===== config.mk =====
export PLATFORM = sky130hd
export DESIGN_NAME = instr_to_imm
export DESIGN_NICKNAME = d
export VERILOG_FILES = /design/src/rtl/instr_to_imm.sv
export SDC_FILE = /design/constraint.sdc
export NUM_CORES = 1
export LEC_CHECK = 0
export ABC_AREA = 1
export BUFFER_PORTS_ARGS = -buffer_cell sky130_fd_sc_hd__buf_2
export CORE_MARGIN = 2
export CORE_UTILIZATION = 47
export DETAILED_ROUTE_END_ITERATION = 10
export GPL_ROUTABILITY_DRIVEN = 0
export GPL_TIMING_DRIVEN = 0
export PLACE_DENSITY = 0.85
export SYNTH_ARGS = -nofsm -noshare
export SYNTH_HDL_FRONTEND = slang
export SYNTH_SLANG_ARGS = --single-unit
export TNS_END_PERCENT = 10

===== constraint.sdc =====
create_clock -name clk -period 1.7 [get_ports clk]
set_input_delay 0.17 -clock clk [delete_from_list [all_inputs] [get_ports clk]]
set_output_delay 0.17 -clock clk [all_outputs]
set_load 0.01 [all_outputs]

===== src/rtl/instr_to_imm.sv =====
// instr_to_imm: registered immediate generator for the RV64 decode stage.
// Takes a raw instruction word and an immediate-format select (ExtOp) and
// returns the XLEN-bit sign/zero-extended immediate one cycle later with a
// valid flag.
// Optional build macro INSTRTOIMM_TYPE_CHECK_EN adds ext_err_o, which flags
// an ExtOp that is not legal for the instruction's opcode.
module instr_to_imm #(
    parameter int XLEN = 64
) (
    input  logic            clk,
    input  logic            rst,
    input  logic            valid_i,
    input  logic [31:0]     instr_i,
    input  logic [2:0]      ExtOp,
`ifdef INSTRTOIMM_TYPE_CHECK_EN
    output logic            ext_err_o,
`endif
    output logic            valid_o,
    output logic [XLEN-1:0] imm
);

    // Immediate format encodings driven by the decode controller.
    localparam logic [2:0] EXT_I     = 3'd0;
    localparam logic [2:0] EXT_U     = 3'd1;
    localparam logic [2:0] EXT_S     = 3'd2;
    localparam logic [2:0] EXT_B     = 3'd3;
    localparam logic [2:0] EXT_J     = 3'd4;
    localparam logic [2:0] EXT_SHAMT = 3'd5;
    localparam logic [2:0] EXT_ZIMM  = 3'd6;
    localparam logic [2:0] EXT_ZERO  = 3'd7;

    // The immediate is always built at 64 bits; XLEN=32 simply keeps the
    // low half, which matches the same formulas truncated to 32 bits.
    logic [63:0]     w_imm_full;
    logic            r_valid;
    logic [XLEN-1:0] r_imm;

    // Select and extend the immediate field for the requested format.
    always_comb begin
        w_imm_full = 64'd0;
        case (ExtOp)
            EXT_I:     w_imm_full = {{52{instr_i[31]}}, instr_i[31:20]};
            EXT_U:     w_imm_full = {{32{instr_i[31]}}, instr_i[31:12], 12'h000};
            EXT_S:     w_imm_full = {{52{instr_i[31]}}, instr_i[31:25], instr_i[11:7]};
            EXT_B:     w_imm_full = {{51{instr_i[31]}}, instr_i[31], instr_i[7],
                                     instr_i[30:25], instr_i[11:8], 1'b0};
            EXT_J:     w_imm_full = {{43{instr_i[31]}}, instr_i[31], instr_i[19:12],
                                     instr_i[20], instr_i[30:21], 1'b0};
            EXT_SHAMT: w_imm_full = {58'd0, instr_i[25:20]};
            EXT_ZIMM:  w_imm_full = {59'd0, instr_i[19:15]};
            EXT_ZERO:  w_imm_full = 64'd0;
            default:   w_imm_full = 64'd0;
        endcase
    end

    // Output register: reset clears, a valid request loads, idle holds imm.
    always_ff @(posedge clk) begin
        if (rst) begin
            r_valid <= 1'b0;
            r_imm   <= '0;
        end else if (valid_i) begin
            r_valid <= 1'b1;
            r_imm   <= w_imm_full[XLEN-1:0];
        end else begin
            r_valid <= 1'b0;
            r_imm   <= r_imm;
        end
    end

    assign valid_o = r_valid;
    assign imm     = r_imm;

`ifdef INSTRTOIMM_TYPE_CHECK_EN
    // Returns 1 when ext_op is not a legal immediate format for opcode.
    function automatic logic f_ext_mismatch(input logic [2:0] ext_op,
                                            input logic [6:0] opcode);
        logic bad;
        case (ext_op)
            EXT_I: begin
                case (opcode)
                    7'b0010011, 7'b0000011, 7'b1100111,
                    7'b0011011, 7'b1110011: bad = 1'b0;
                    default:                bad = 1'b1;
                endcase
            end
            EXT_U: begin
                case (opcode)
                    7'b0110111, 7'b0010111: bad = 1'b0;
                    default:                bad = 1'b1;
                endcase
            end
            EXT_S:     bad = (opcode != 7'b0100011);
            EXT_B:     bad = (opcode != 7'b1100011);
            EXT_J:     bad = (opcode != 7'b1101111);
            EXT_SHAMT: begin
                case (opcode)
                    7'b0010011, 7'b0011011: bad = 1'b0;
                    default:                bad = 1'b1;
                endcase
            end
            EXT_ZIMM:  bad = (opcode != 7'b1110011);
            EXT_ZERO:  bad = 1'b0;
            default:   bad = 1'b0;
        endcase
        return bad;
    endfunction

    logic w_mismatch;
    logic r_ext_err;

    // Format/opcode legality check for the current request.
    always_comb begin
        w_mismatch = f_ext_mismatch(ExtOp, instr_i[6:0]);
    end

    // Error flag registered alongside valid_o so both refer to the same result.
    always_ff @(posedge clk) begin
        if (rst) begin
            r_ext_err <= 1'b0;
        end else begin
            r_ext_err <= valid_i & w_mismatch;
        end
    end

    assign ext_err_o = r_ext_err;
`endif

endmodule


==> results.md <==
- The flow ran to the end, and the final reports show no timing, DRC or antenna violations.
- Across the routed clock network, the largest skew measured is 0 ns.
- The clock sink total is 33.
- The complex-gate fraction of the synthesized area is 16.9%.
- The share of total power in the clock network is 30.1%.
- The fraction of final layout cells sized beyond drive strength 1 is 41.4%.
- Dividing the detail-routed wire length by the instance count gives 10.8 um.
- The worst slack after detailed placement is 0.200 ns.
- After Yosys synthesis, full adders, half adders and majority gates account for 0% of the synthesized area.
- The pin count of the biggest net entering global routing is 35.
- By area, the combinational part of the netlist is dominated by simple AND/OR/NAND/NOR gates.
- After clock tree synthesis, the clock-pin slew on the worst setup and hold paths is 0.07 ns.
- From synthesis to final layout, the design area changed by 34.2%.
- The maximum operating frequency is 0.695 GHz.
- The library cell contributing the largest single delay on the critical path is sky130_fd_sc_hd__dfxtp_2.
- Setup repair after global routing left no endpoint under its margin.
- In this run the worst path has a maximum fanout of 34.
- The placed instances occupy a cell area of 2310 um^2.
- The areal power density over the cells is 790 nW/um^2.
- The worst hold slack across all endpoints is 0.0692 ns.
- The all-layer global routing usage is 21.5%.
- The portion of total power attributed to combinational logic is 24.3%.
- The number of detailed-route iterations in the first pass is 4.
- The number of antenna diodes in the final layout is 0.
- In this run, the number of DRC markers left after iteration 0 of detailed routing was 68.
- The number of filler cells placed in the layout is 328.
- The final design utilization is 65.3%.
- The peak supply drop is 596 uV.
- The cell area after technology mapping is 1780 um^2.
- Once the floorplan was initialized, standard cells occupied 48.6% of the core.
- STA classifies the critical path startpoint as a register.
- The total non-filler cell area in the finished layout is 2390 um^2.
- The library cell occupying the most area in the post-synthesis netlist is sky130_fd_sc_hd__dfxtp_1.
- The detail route stage leaves a number of antenna-violating nets equal to 0.
- The switching power of the nets is 563 uW.
- The core box area is 3660 um^2.
- Counting along the longest clock path gives a buffer depth of 2.
- The via count of the first global-routing pass was 1,565.
- The clock period could shrink to 1.44 ns.
- The die is 65.6 um wide.
- The headroom to the max-slew limit is 65.2%.
- The delay of the slowest critical-path stage is 0.66 ns.
- Dividing the detail-routed via count by the number of cells gives 4.56.
- The post-layout net count is 397.
- The count of synthesis-stage warnings from yosys is 0.
- The half-perimeter wire length of the detailed placement result is 3.41 mm.
- TritonCTS built the clock tree.
- The maximum level of the CTS H-tree is 2.
- The post-synthesis sequential area ratio is 37.1%.
- In the routed design, unresolved DRC markers number 0.
- The total of max-cap violations is 0.
- The fraction of power consumed by sequential logic is 45.6%.
- Across all layers, the routed design uses 1,861 vias.
- The die boundary height is 65.6 um.
- Setup violations remaining at the end of the flow were counted as 0.
- The transition time at the pin with the least slew margin is 0.522 ns.
- The class of the worst hold path is in -> reg.
- In this run switching power makes up 29.8% of total power.
- After detailed routing, the total wire length is 4.40 mm.
- The initial antenna violation count is 0.
- The number of distinct standard cells referenced by the synthesized netlist is 19.
- Traced cell by cell, the critical path runs through buf_4, buf_2.
- The sum of negative setup slack is 0 ns.
- The total area of multi-input combinational cells is 737 um^2.
- Synthesis produced 259 cells.
- The net count of the mapped netlist is 297.
- The share of the synthesized area in the top cell type is 37.1%.
- STA puts the critical path data required time at 1.53 ns.
- STA classifies the critical path endpoint as an output port.
- The setup slack after layout is 0.261 ns.
- 103 I/O pins were placed.
- After Yosys synthesis, XOR and XNOR cells account for 0% of the synthesized area.
- The first global-routing pass estimated 7.11 mm of wire.
- At the worst endpoint, the arrival time is 1.27 ns.
- The hold violation count in the final report was 0.
- The synthesized netlist devotes 24.5% of its cell area to simple gates.
- The share of the clock period used by the worst path after layout is 84.7%.
- The total overflow left after global routing is 0.
- The placement row count is 22.
- The clock root buffer master is sky130_fd_sc_hd__clkbuf_8.
- The number of buffers inserted by port buffering is 93.
- By area the synthesized netlist is led by sky130_fd_sc_hd__dfxtp_1 37%, sky130_fd_sc_hd__buf_4 13%, sky130_fd_sc_hd__nor2_1 12%, sky130_fd_sc_hd__o21ai_0 8.7%, sky130_fd_sc_hd__nand2_1 4.8%.
- The TritonCTS buffer count is 5.
- The number of slew-limit violations in the final report is 0.
- The leakage dissipation is 1.34 nW.
- Counting flops and latches in the post-synthesis netlist gives 33.
- The clock latency on the worst-skew pair is 0.29 ns.
- The internal portion of the total power is 1.32 mW.
- The die covers 4300 um^2.
- The number of buffers inserted by post-CTS setup repair is 0.
- The sequential cells in the finished layout cover a total of 662 um^2.
- The class of the most critical setup path is reg -> out.
- The average instance in the mapped netlist occupies 6.87 um^2.
- The portion of synthesized area spent on multiplexers is 0%.
[cell usage after synthesis (all sizes together)]
master	n
buf	36
nand3	12
dfxtp	33
inv	24
o21ai	44
or2	1
clkbuf	7
nand4	4
a21oi	16
nor2	59
nand2	23
[cells by family (layout without fill, tap and decap cells)]
group / after synthesis / in the layout
AOI/OAI and AO/OA: 60 / 60
buffers and inverters: 67 / 168
DFF: 33 / 33
and+or+nand+nor: 99 / 99
[layout by cell type, fill, tap and decap left out, drive strengths merged]
cell type and count:
clkinv 2, nand4 4, nor2 59, o21ai 44
dfxtp 33, nand3 12, inv 24, buf 129
nand2 23, or2 1, a21oi 16, clkbuf 13
[metal layers]
layer | vias to the layer above | share of wire [%] | global-route usage (%) | wire, um
met4 | 0 | 1.9 | 10.2 | 82
met5 | - | 0 | 0 | 0
met2 | 91 | 45 | 35.7 | 2000
met3 | 5 | 11 | 5.65 | 470
li1 | 994 | - | - | -
met1 | 771 | 42 | 25.7 | 1850
[layout make-up]
class                           count  share of cell area (%)
Multi-Input combinational cell    159                    30.8
Sequential cell                    33                    27.7
Timing Repair Buffer               93                    19.5
Buffer                             43                    12.3
Inverter                           24                    3.77
Clock buffer                        6                    3.04
Tap cell                           48                    2.51
Clock inverter                      2                   0.419
[power groups by stage]
stage	Sequential (mW)	Clock, mW	Combinational (mW)
after floorplan	0.902	0	0.256
after global placement	0.877	0	0.456
after detailed placement	0.879	0	0.462
after CTS	0.862	0.579	0.461
after global routing	0.869	0.616	0.513
final	0.862	0.569	0.458
[worst paths after layout]
path / from / to / slack (ns) / cells after the start
setup / recovery: imm[62] / imm[49] / 0.26 / 2
hold / removal: rst / valid_o / 0.07 / 2
setup reg to reg: imm[62] / imm[62] / 0.66 / 2
hold reg to reg: imm[5] / imm[5] / 0.46 / 2
[through the flow]
stage / power [mW] / instances
after floorplan: 1.16 / 259
after global placement: 1.33 / 400
after detailed placement: 1.34 / 400
after CTS: 1.90 / 408
after global routing: 2.00 / 408
final: 1.89 / 408
[registers in the layout, summed over array words and instances (netlist names)]
register,cells
imm,32
valid_o,1
[worst max-delay path: cells and delay by family, from the launching register on]
family,cells,cell delay [ns]
DFF,1,0.66
buffers and inverters,2,0.31
[repair_timing]
action / in CTS / in global routing
endpoints found under the setup margin: 33 / 0
hold buffers: 0 / 0
gates resized for setup: 1 / 0
(Power assumes the default switching activity.)
